`src/rtl/adc_fifo_ctrl_pkg.sv`:
```
// adc_fifo_ctrl_pkg: shared state encoding, FIFO flag constants and Fifo_Din field layout
// Exports: state_t, FLAG_FULL, FLAG_EMPTY, DIN_* field positions, pack_din()
package adc_fifo_ctrl_pkg;
    typedef enum logic [1:0] {
        ST_IDLE  = 2'd0,
        ST_RUN   = 2'd1,
        ST_FLUSH = 2'd2
    } state_t;
    localparam logic [3:0] FLAG_FULL   = 4'h0;
    localparam logic [3:0] FLAG_EMPTY  = 4'h0;
    localparam int         DIN_W       = 18;
    localparam int         DIN_GAP     = 17;
    localparam int         DIN_CHAN_HI = 16;
    localparam int         DIN_CHAN_LO = 15;
    localparam int         DIN_DATA_HI = 11;
    localparam int         DIN_DATA_LO = 0;
    function automatic logic [DIN_W-1:0] pack_din(input logic gap, input logic [1:0] chan, input logic [11:0] data);
        pack_din = '0;
        pack_din[DIN_GAP] = gap;
        pack_din[DIN_CHAN_HI:DIN_CHAN_LO] = chan;
        pack_din[DIN_DATA_HI:DIN_DATA_LO] = data;
    endfunction
endpackage

```
`src/rtl/adc_fifo_ctrl_if.sv`:
```
// adc_fifo_if: FIFO0 port bundle between the capture controller (master) and the FIFO (slave)
// Signals: push/pop strobes, fifo_din write data, push/pop flush lines, push_flag/pop_flag levels, fifo_dout read data
interface adc_fifo_if;
    logic        push;
    logic        pop;
    logic [17:0] fifo_din;
    logic        fifo_push_flush;
    logic        fifo_pop_flush;
    logic [3:0]  push_flag;
    logic [3:0]  pop_flag;
    logic [17:0] fifo_dout;
    modport master (
        output push, pop, fifo_din, fifo_push_flush, fifo_pop_flush,
        input  push_flag, pop_flag, fifo_dout
    );
    modport slave (
        input  push, pop, fifo_din, fifo_push_flush, fifo_pop_flush,
        output push_flag, pop_flag, fifo_dout
    );
endinterface

```
`src/rtl/adc_fifo_ctrl_flush_seq.sv`:
```
// adc_fifo_flush_seq: holds both FIFO flush lines for FLUSH_CYCLES cycles after start
// Ports: clk, rst_n (async active-low), start (flush entry pulse), flush_push/flush_pop (flush lines), done (last flush cycle)
module adc_fifo_flush_seq
    import adc_fifo_ctrl_pkg::*;
#(
    parameter int unsigned FLUSH_CYCLES = 4
) (
    input  logic clk,
    input  logic rst_n,
    input  logic start,
    output logic flush_push,
    output logic flush_pop,
    output logic done
);
    logic [3:0] cnt_q;
    always_ff @(posedge clk or negedge rst_n)
        if (!rst_n) cnt_q <= '0;
        else        cnt_q <= start ? 4'(FLUSH_CYCLES) : (cnt_q != 4'd0 ? cnt_q - 4'd1 : 4'd0);
    assign flush_push = cnt_q != 4'd0;
    assign flush_pop  = cnt_q != 4'd0;
    assign done       = cnt_q == 4'd1;
endmodule

```
`src/rtl/adc_fifo_ctrl.sv`:
```
// adc_fifo_ctrl: ADC sample capture into FIFO0 with host pop path, overflow tracking and flush sequencing
// Ports: clk, rst_n (async active-low); enable, flush_req; smp_valid/smp_data/smp_chan sample input;
//        fifo (adc_fifo_if.master) FIFO0 port; rd_req in, rd_data/rd_valid out; ovf_clr in, ovf_sticky out;
//        wm_irq watermark level; state FSM state; ovf_cnt dropped-sample count when ADC_FIFO_CTRL_OVF_CNT_EN is defined
module adc_fifo_ctrl
    import adc_fifo_ctrl_pkg::*;
#(
    parameter int unsigned FLUSH_CYCLES = 4,
    parameter logic [3:0]  WM_FLAG      = 4'h8
) (
    input  logic           clk,
    input  logic           rst_n,
    input  logic           enable,
    input  logic           flush_req,
    input  logic           smp_valid,
    input  logic [11:0]    smp_data,
    input  logic [1:0]     smp_chan,
    adc_fifo_if.master     fifo,
    input  logic           rd_req,
    output logic [17:0]    rd_data,
    output logic           rd_valid,
    input  logic           ovf_clr,
    output logic           ovf_sticky,
    output logic           wm_irq,
`ifdef ADC_FIFO_CTRL_OVF_CNT_EN
    output logic [15:0]    ovf_cnt,
`endif
    output logic [1:0]     state
);
    state_t      state_q, state_d;
    logic        gap_q, push_q, pop_q;
    logic [17:0] din_q;
    logic        flush_start, flush_done, accept, drop, pop_go;
    logic        flush_push, flush_pop;
    always_comb begin
        state_d     = ST_IDLE;
        flush_start = 1'b0;
        accept      = 1'b0;
        drop        = 1'b0;
        pop_go      = 1'b0;
        // a Flush_Req during FLUSH is ignored so the count is never restarted
        flush_start = flush_req && state_q != ST_FLUSH;
        accept      = state_q == ST_RUN && smp_valid && !flush_req && fifo.push_flag != FLAG_FULL;
        drop        = state_q == ST_RUN && smp_valid && !flush_req && fifo.push_flag == FLAG_FULL;
        pop_go      = rd_req && fifo.pop_flag != FLAG_EMPTY && !pop_q && state_q != ST_FLUSH && !flush_req;
        state_d     = flush_start ? ST_FLUSH :
                      state_q == ST_FLUSH ? (flush_done ? ST_IDLE : ST_FLUSH) :
                      (state_q == ST_IDLE || state_q == ST_RUN) && enable ? ST_RUN : ST_IDLE;
    end
    always_ff @(posedge clk or negedge rst_n)
        if (!rst_n) begin
            state_q    <= ST_IDLE;
            gap_q      <= 1'b0;
            push_q     <= 1'b0;
            din_q      <= '0;
            pop_q      <= 1'b0;
            rd_valid   <= 1'b0;
            rd_data    <= '0;
            ovf_sticky <= 1'b0;
            wm_irq     <= 1'b0;
        end else begin
            state_q    <= state_d;
            gap_q      <= (flush_start || accept) ? 1'b0 : (drop ? 1'b1 : gap_q);
            push_q     <= accept;
            if (accept) din_q <= pack_din(gap_q, smp_chan, smp_data);
            pop_q      <= pop_go;
            // a read whose pop cycle meets a flush request is discarded
            rd_valid   <= pop_q && !flush_req;
            if (pop_q) rd_data <= fifo.fifo_dout;
            ovf_sticky <= drop || (ovf_sticky && !ovf_clr);
            wm_irq     <= state_q == ST_RUN && fifo.pop_flag >= WM_FLAG;
        end
`ifdef ADC_FIFO_CTRL_OVF_CNT_EN
    always_ff @(posedge clk or negedge rst_n)
        if (!rst_n) ovf_cnt <= '0;
        else        ovf_cnt <= (ovf_clr || flush_start) ? {15'd0, drop} :
                               (drop && ovf_cnt != 16'hFFFF) ? ovf_cnt + 16'd1 : ovf_cnt;
`endif
    adc_fifo_flush_seq #(.FLUSH_CYCLES(FLUSH_CYCLES)) u_flush_seq (
        .clk        (clk),
        .rst_n      (rst_n),
        .start      (flush_start),
        .flush_push (flush_push),
        .flush_pop  (flush_pop),
        .done       (flush_done)
    );
    assign fifo.push            = push_q;
    assign fifo.pop             = pop_q;
    assign fifo.fifo_din        = din_q;
    assign fifo.fifo_push_flush = flush_push;
    assign fifo.fifo_pop_flush  = flush_pop;
    assign state                = state_q;
endmodule

```
`src/flat_wrapper.sv`:
```
// flat-port wrapper written by rule: the top's interface ports become plain ports
module adc_fifo_ctrl_flat import adc_fifo_ctrl_pkg::*;
#(
    parameter int unsigned FLUSH_CYCLES = 4,
    parameter logic [3:0]  WM_FLAG      = 4'h8
)
  (clk, rst_n, enable, flush_req, smp_valid, smp_data, smp_chan, rd_req, rd_data, rd_valid, ovf_clr, ovf_sticky, wm_irq, state, fifo_push, fifo_pop, fifo_fifo_din, fifo_fifo_push_flush, fifo_fifo_pop_flush, fifo_push_flag, fifo_pop_flag, fifo_fifo_dout);
  adc_fifo_if fifo_i ();
  input  logic clk;
  input  logic rst_n;
  input  logic enable;
  input  logic flush_req;
  input  logic smp_valid;
  input  logic [11:0] smp_data;
  input  logic [1:0] smp_chan;
  input  logic rd_req;
  output logic [17:0] rd_data;
  output logic rd_valid;
  input  logic ovf_clr;
  output logic ovf_sticky;
  output logic wm_irq;
  output logic [1:0] state;
  output wire logic [$bits(fifo_i.push)-1:0] fifo_push;
  output wire logic [$bits(fifo_i.pop)-1:0] fifo_pop;
  output wire logic [$bits(fifo_i.fifo_din)-1:0] fifo_fifo_din;
  output wire logic [$bits(fifo_i.fifo_push_flush)-1:0] fifo_fifo_push_flush;
  output wire logic [$bits(fifo_i.fifo_pop_flush)-1:0] fifo_fifo_pop_flush;
  input wire logic [$bits(fifo_i.push_flag)-1:0] fifo_push_flag;
  input wire logic [$bits(fifo_i.pop_flag)-1:0] fifo_pop_flag;
  input wire logic [$bits(fifo_i.fifo_dout)-1:0] fifo_fifo_dout;
  assign fifo_push = fifo_i.push;
  assign fifo_pop = fifo_i.pop;
  assign fifo_fifo_din = fifo_i.fifo_din;
  assign fifo_fifo_push_flush = fifo_i.fifo_push_flush;
  assign fifo_fifo_pop_flush = fifo_i.fifo_pop_flush;
  assign fifo_i.push_flag = fifo_push_flag;
  assign fifo_i.pop_flag = fifo_pop_flag;
  assign fifo_i.fifo_dout = fifo_fifo_dout;
  adc_fifo_ctrl #(.FLUSH_CYCLES(FLUSH_CYCLES), .WM_FLAG(WM_FLAG)) u_core (.clk(clk), .rst_n(rst_n), .enable(enable), .flush_req(flush_req), .smp_valid(smp_valid), .smp_data(smp_data), .smp_chan(smp_chan), .fifo(fifo_i), .rd_req(rd_req), .rd_data(rd_data), .rd_valid(rd_valid), .ovf_clr(ovf_clr), .ovf_sticky(ovf_sticky), .wm_irq(wm_irq), .state(state));
endmodule
```
`config.mk`:
```
export PLATFORM = sky130hd
export DESIGN_NAME = adc_fifo_ctrl_flat
export DESIGN_NICKNAME = d
export VERILOG_FILES = /design/src/rtl/adc_fifo_ctrl_pkg.sv /design/src/rtl/adc_fifo_ctrl_if.sv /design/src/rtl/adc_fifo_ctrl_flush_seq.sv /design/src/rtl/adc_fifo_ctrl.sv /design/src/flat_wrapper.sv
export SDC_FILE = /design/constraint.sdc
export NUM_CORES = 1
export LEC_CHECK = 0
export ABC_AREA = 1
export CAP_MARGIN = 10
export CORE_UTILIZATION = 44
export CTS_BUF_LIST = sky130_fd_sc_hd__clkbuf_8
export CTS_CLUSTER_DIAMETER = 100
export DETAILED_ROUTE_END_ITERATION = 12
export PLACE_DENSITY_LB_ADDON = 0.2
export REMOVE_ABC_BUFFERS = 1
export SYNTH_ARGS = -nofsm -noshare
export SYNTH_HDL_FRONTEND = slang
export SYNTH_SLANG_ARGS = --single-unit
```
`constraint.sdc`:
```
create_clock -name clk -period 2 [get_ports clk]
set_input_delay 0.4 -clock clk [delete_from_list [all_inputs] [get_ports clk]]
set_output_delay 0.4 -clock clk [all_outputs]
set_load 0.01 [all_outputs]
```
==> metrics.txt, run 1 <==
area of the mapped netlist 1851 sq um; Clk Latency, worst-skew pair 290 ps; area of the core between 4000 and 5000 sq um; final clock skew 9.233 ps; outcome complete, no violations; number of nets in the final layout ~350; drt initial violations 81; post-route design area between 2000 and 3000 sq um; most frequent standard cell in the layout excluding fill and tap cells nand2_1; Clock Pin Slew Worst Setup and Hold Paths 80 ps; width of the die about 67 um; internal cell power 2.402 mW; Combinational Power Share 41.9%; sink count of the clock tree 45; actual slew at the worst max-slew pin 643.7 ps; standard cell with the maximum stage delay on the critical path clkdlybuf4s50_1; cts-stage hold buffer count 0; crit share post-route between 80% and 90%; pin count of the biggest net entering global routing 31; worst hold margin about 130 ps; initial cell density of the core 45.93%; number of maximum-capacitance violations 0; switching power as a share of total power 31.95%; H-Tree Level Count 2; Ports 92; post-DR wirelength/cell 11.70 um; Die ar. about 4500 sq um; total area of sequential cells 1126 sq um; maximum operating frequency ~590 MHz; total area of multi-input combinational cells between 600 and 700 sq um; die extent in y between 60 and 70 um; total congestion overflow after global routing 0; endpoint of the worst-slack reg-to-reg timing path u_core.fifo.fifo_din[6]$_DFFE_PN0P_; Total Neg Setup Slack 0 ps; post-layout min period ~1700 ps; Synth Warn # 0; Psw 1.128 mW; per-cell via count in the routed design 4.560; synthesized instance count about 210; setup repair after global routing missed its margin false; placed instance count roughly 340; maximum count of clock buffers along a single path 2; number of clock buffers inserted by TritonCTS 5; type of the most critical hold path input pin to async pin; DRC Markers 0; clk root buf clkbuf_8; routability cong. roughly 0.76; power density normalized to cell area 1236 nW/um^2; highest-count cells in the layout ignoring fill and taps nand2_1 (97), clkdlybuf4s50_1 (85), dfrtp_1 (45); final instance count without filler cells 350; via count of the first global-routing pass 1536; buffers added on ports 88; Filler Cells Inserted ~350; proportion of power drawn by flip-flops and latches between 40% and 50%; Worst Setup SP u_core.state[1]$_DFF_PN0_; number of distinct library cells after synthesis 17; crit path kind register to output pin; area post-placement between 2000 and 3000 sq um; critical path capture point type output pin; Antenna Diode Count 0; post-layout power 3.530 mW; overall fraction of global-route tracks in use 19.88%; synthesis-to-layout area growth 54.29%; via total after detailed routing 1596; clock network fraction of total power 16.8%; Synth Register Bits 45; residual antenna-violating net count after detailed routing 0; endpoints failing setup 0; Worst R2R Start u_core.state[1]$_DFF_PN0_; required time of the worst setup path 1600 ps; total buffers and inverters traversed by the critical path 1; worst reg-to-reg path cell count 6; max_slew headroom 57.09%; leakage power ~1.5 nW; crit start category register; Pre-antenna DRT Iters 4; Critical Path, Cell by Cell clkdlybuf4s50_1; global-route wire length before repair 6603 um; critical path's top delay family buffers and inverters; HPWL reported at the end of detailed placement 3123 um; setup slack, reg-to-reg 710 ps; data arrival time of the critical path 1300 ps; maximum vdd ir drop roughly 0.70 mV; Final Hold Fails 0; per-instance average area after synthesis approximately 9 sq um; biggest cell delay along the critical path 570 ps; post-detailed-routing wire length slightly above 4000 um; Final Max Tran Viols 0; proportion of layout cells with a drive suffix above 1 6.667%; sequential-to-total area share from yosys stat 60.85%; maximum net fanout on the critical path 5; number of placement rows 23; TritonCTS clock tree built; antenna violations before repair 0
==> synthesized netlist by cell type <==
cell type,number,area [sq um]
nand2_1,97,364.1
nand4_1,1,6.260
nand2_4,2,22.52
buf_6,2,22.52
nor3b_1,1,7.510
inv_2,2,7.510
nand3_1,19,95.09
inv_1,12,45.04
o21ai_0,2,10.01
o21a_1,1,7.510
nor2_8,1,20.02
nor2_1,12,45.04
dfrtp_1,45,1126
conb_1,1,3.750
buf_2,5,25.02
nand2_2,2,12.51
buf_4,4,30.03
==> worst max path at each step <==
stage / end / slack, ps / depth (start not counted)
global placement: u_core.fifo.fifo_din[8]$_DFFE_PN0P_ / 310 / 7
finish: state[1] / 300 / 1
CTS: fifo_fifo_pop_flush / 20 / 5
detailed placement: u_core.fifo.fifo_din[6]$_DFFE_PN0P_ / 260 / 7
floorplan: u_core.fifo.pop$_DFF_PN0_ / 710 / 3
global route: state[1] / 270 / 1
==> power by group through the flow <==
stage | Sequential (mW) | Clock (mW) | Combinational (mW)
after global routing | 1.50 | 0.652 | 1.63
after global placement | 1.47 | 0 | 1.47
after floorplan | 1.63 | 0 | 0.414
after CTS | 1.46 | 0.614 | 1.51
final | 1.46 | 0.594 | 1.48
after detailed placement | 1.48 | 0 | 1.51
==> state kept, by name, summed over array words and instances, names as in the netlist <==
register / count
u_core.fifo.push: 1
u_core.state: 2
u_core.rd_valid: 1
u_core.fifo.pop: 1
u_core.wm_irq: 1
u_core.rd_data: 18
u_core.fifo.fifo_din: 15
u_core.u_flush_seq.cnt_q: 4
u_core.ovf_sticky: 1
u_core.gap_q: 1
==> cell families after synthesis <==
family / count (synthesis) / synth area share [%]
buffers and inverters: 25 / 7.032
other: 1 / 0.2026
DFF: 45 / 60.85
and+or+nand+nor: 135 / 30.97
AOI/OAI and AO/OA: 3 / 0.9468
==> per-layer routing <==
metal / vias to the layer above / part of all wire [%] / GRT usage, %
li1: 808 / - / -
met1: 740 / 43 / 24.39
met2: 44 / 51 / 34.34
met3: 4 / 4.7 / 4.795
met4: 0 / 0.73 / 5.851
met5: - / 0 / 0
==> stage by stage <==
stage | util [%] | setup slack [ps]
final | 70.87 | 304.3
after global routing | 70.87 | 269.3
after CTS | 70.75 | 22.98
after detailed placement | 68.23 | 257.4
after global placement | 68.23 | 309.1
after floorplan | - | 709.1
==> timing repair <==
action,4_1_cts,5_1_grt
setup endpoints to repair,0,2
resized for setup,0,2
buffers inserted,0,0
==> layout make-up <==
type                            instances  share of cell area, %
Multi-Input combinational cell        141                  21.08
Clock inverter                          1                 0.1753
Inverter                               14                  1.840
Clock buffer                            7                  3.374
Sequential cell                        45                  39.44
Timing Repair Buffer                   92                  31.90
Tap cell                               50                  2.191
No activity file was read; power rests on OpenSTA's default activity.
==> run 2: changes to the inputs <==
CORE_UTILIZATION = 41   (was 44)
clock period = 1.8 ns   (was 2 ns; I/O delays follow)
==> run 2 against run 1 <==
The run now ends with design-rule violations left. Sequential share of layout area about the same. Setup slack worse by 160 ps. Sequential cell count is the same. Count of clock-buffer cells in the layout decreased by 2. Global-route usage down 0.84 points. Total power rose by 12%. Largest power group is now registers. First-iteration DRC count rose by 12%.
==> metrics.txt, run 2 (synthesis results as in run 1) <==
outcome finished, violations left; violations in the final reports design-rule violations; synthesis-to-layout area growth 54.16%; crit path kind register to output pin; total area of sequential cells 1126 sq um; placed instance count 343; overall fraction of global-route tracks in use around a fifth; Final Core Density 65.52%; worst reg-to-reg path cell count 3; Worst R2R Start u_core.fifo.pop$_DFF_PN0_; maximum vdd ir drop around 0.84 mV; type of the most critical hold path input pin to async pin; via count of the first global-routing pass ~1600; antenna violations before repair 0; most frequent standard cell in the layout excluding fill and tap cells nand2_1; routability cong. 0.7049; initial cell density of the core between 40 and 50%; critical path capture point type output pin; maximum net fanout on the critical path 5; largest reg by FF count u_core.rd_data; Pre-antenna DRT Iters 8; proportion of layout cells with a drive suffix above 1 6.020%; area of the core 4354 sq um; met3 usage in global routing 6.831%; Die ar. approximately 4800 sq um; post-detailed-routing wire length 4064 um; total congestion overflow after global routing 0; routing layer with the top usage in global route met2; width of the die 69.18 um; residual antenna-violating net count after detailed routing 0; pin count of the biggest net entering global routing 46; required time of the worst setup path 1440 ps; power density normalized to cell area 1390 nW/um^2; setup slack, reg-to-reg 520 ps; Antenna Diode Count 0; post-layout power 3.966 mW; number of nets in the final layout 345; total area of multi-input combinational cells between 600 and 700 sq um; maximum operating frequency 603.2 MHz; data arrival time of the critical path 1300 ps; drt initial violations 91; Clk Latency, worst-skew pair 290 ps; number of clock buffers inserted by TritonCTS 5; global-route wire length before repair 7162 um; endpoints failing setup 0; endpoint of the worst-slack reg-to-reg timing path u_core.fifo.pop$_DFF_PN0_; number of maximum-capacitance violations 0; flip-flop count of the largest register after layout 18; final instance count without filler cells 351; die extent in y just under 70 um; crit share post-route 92.09%; post-layout min period 1658 ps; critical path's top delay family buffers and inverters; post-DR wirelength/cell 11.58 um; via total after detailed routing 1596; Total Neg Setup Slack 0 ps; Final Hold Fails 0; leakage power 1.461 nW; Filler Cells Inserted 377; clk root buf clkbuf_8; biggest cell delay along the critical path 580 ps; standard cell with the maximum stage delay on the critical path clkdlybuf4s50_1; number of placement rows 24; sink count of the clock tree 45; TritonCTS clock tree built; per-cell via count in the routed design between 4 and 5; Clock Pin Slew Worst Setup and Hold Paths 80 ps; maximum count of clock buffers along a single path 2; met1 Track Usage GR 23.86%; setup repair after global routing missed its margin false; GRT met2 Usage a little under a third; Final Max Tran Viols 0; HPWL reported at the end of detailed placement approximately 3000 um; DRC Markers 1; actual slew at the worst max-slew pin 589.1 ps; Critical Path, Cell by Cell clkdlybuf4s50_1; buffers added on ports 88; Ports 92; final clock skew 11.12 ps; H-Tree Level Count 2; highest-count cells in the layout ignoring fill and taps nand2_1 (97), clkdlybuf4s50_1 (85), dfrtp_1 (45); total buffers and inverters traversed by the critical path 1; crit start category register; max_slew headroom 60.68%
-- run 2: cell types whose count changed in the layout (fill, tap and decap cells not counted) --
cell | previous run | this run
clkbuf_8 | 7 | 5
dlygate4sd2_1 | 0 | 2
dlymetal6s2s_1 | 2 | 0
buf_4 | 4 | 3
bufinv_16 | 0 | 1
clkinv_2 | 1 | 0
clkinv_4 | 0 | 1
inv_1 | 12 | 13
-- run 2: timing repair --
| item | 4_1_cts | 5_1_grt |
|---|---|---|
| buffers inserted | 0 | 0 |
| hold buffers | 0 | 0 |
| gates resized for setup | 2 | 0 |
| endpoints found under the setup margin | 2 | 0 |
-- run 2: per-stage QoR --
| step | hold WS [ps] | instance area (sq um) | worst slack, ps |
|---|---|---|---|
| floorplan | 64.41 | 1780 | 509.1 |
| global placement | 452.2 | 2744 | 228.7 |
| detailed placement | 457.3 | 2744 | 206.3 |
| CTS | 158.8 | 2853 | 104.8 |
| global route | 176.0 | 2853 | 44.62 |
| finish | 137.2 | 2853 | 142.3 |
-- run 2: worst max path at each step --
| stage | endpoint | from | cells past startpoint | slack (ps) |
|---|---|---|---|---|
| finish | fifo_pop | u_core.fifo.pop$_DFF_PN0_ | 1 | 140 |
| global route | fifo_fifo_push_flush | u_core.u_flush_seq.cnt_q[0]$_DFF_PN0_ | 5 | 40 |
| CTS | fifo_pop | u_core.fifo.pop$_DFF_PN0_ | 1 | 100 |
| detailed placement | u_core.fifo.fifo_din[0]$_DFFE_PN0P_ | fifo_push_flag[2] | 6 | 210 |
| global placement | u_core.fifo.fifo_din[8]$_DFFE_PN0P_ | flush_req | 7 | 230 |
| floorplan | u_core.fifo.pop$_DFF_PN0_ | u_core.fifo.pop$_DFF_PN0_ | 3 | 510 |
-- run 2: layer usage --
metal  up-vias  wire [um]  part of all wire, %
li1        804          -                    -
met1       731       1749                   43
met2        59       2024                   50
met3         2        259                  6.4
met4         0         31                 0.76
met5         -          0                    0
-- run 2: layout make-up --
type / instances / share of cell area, %
Sequential cell: 45 / 39.47
Multi-Input combinational cell: 141 / 21.10
Clock buffer: 5 / 2.412
Clock inverter: 3 / 1.491
Timing Repair Buffer: 91 / 31.40
Tap cell: 52 / 2.281
Inverter: 14 / 1.842
-- run 2: power breakdown --
group          total (mW)  internal, mW  switching [mW]  leakage, nW
sequential           1.62          1.40           0.227        0.576
clock               0.735         0.411           0.324       0.0595
combinational        1.61         0.906           0.701        0.826
total                3.97          2.71            1.25         1.46
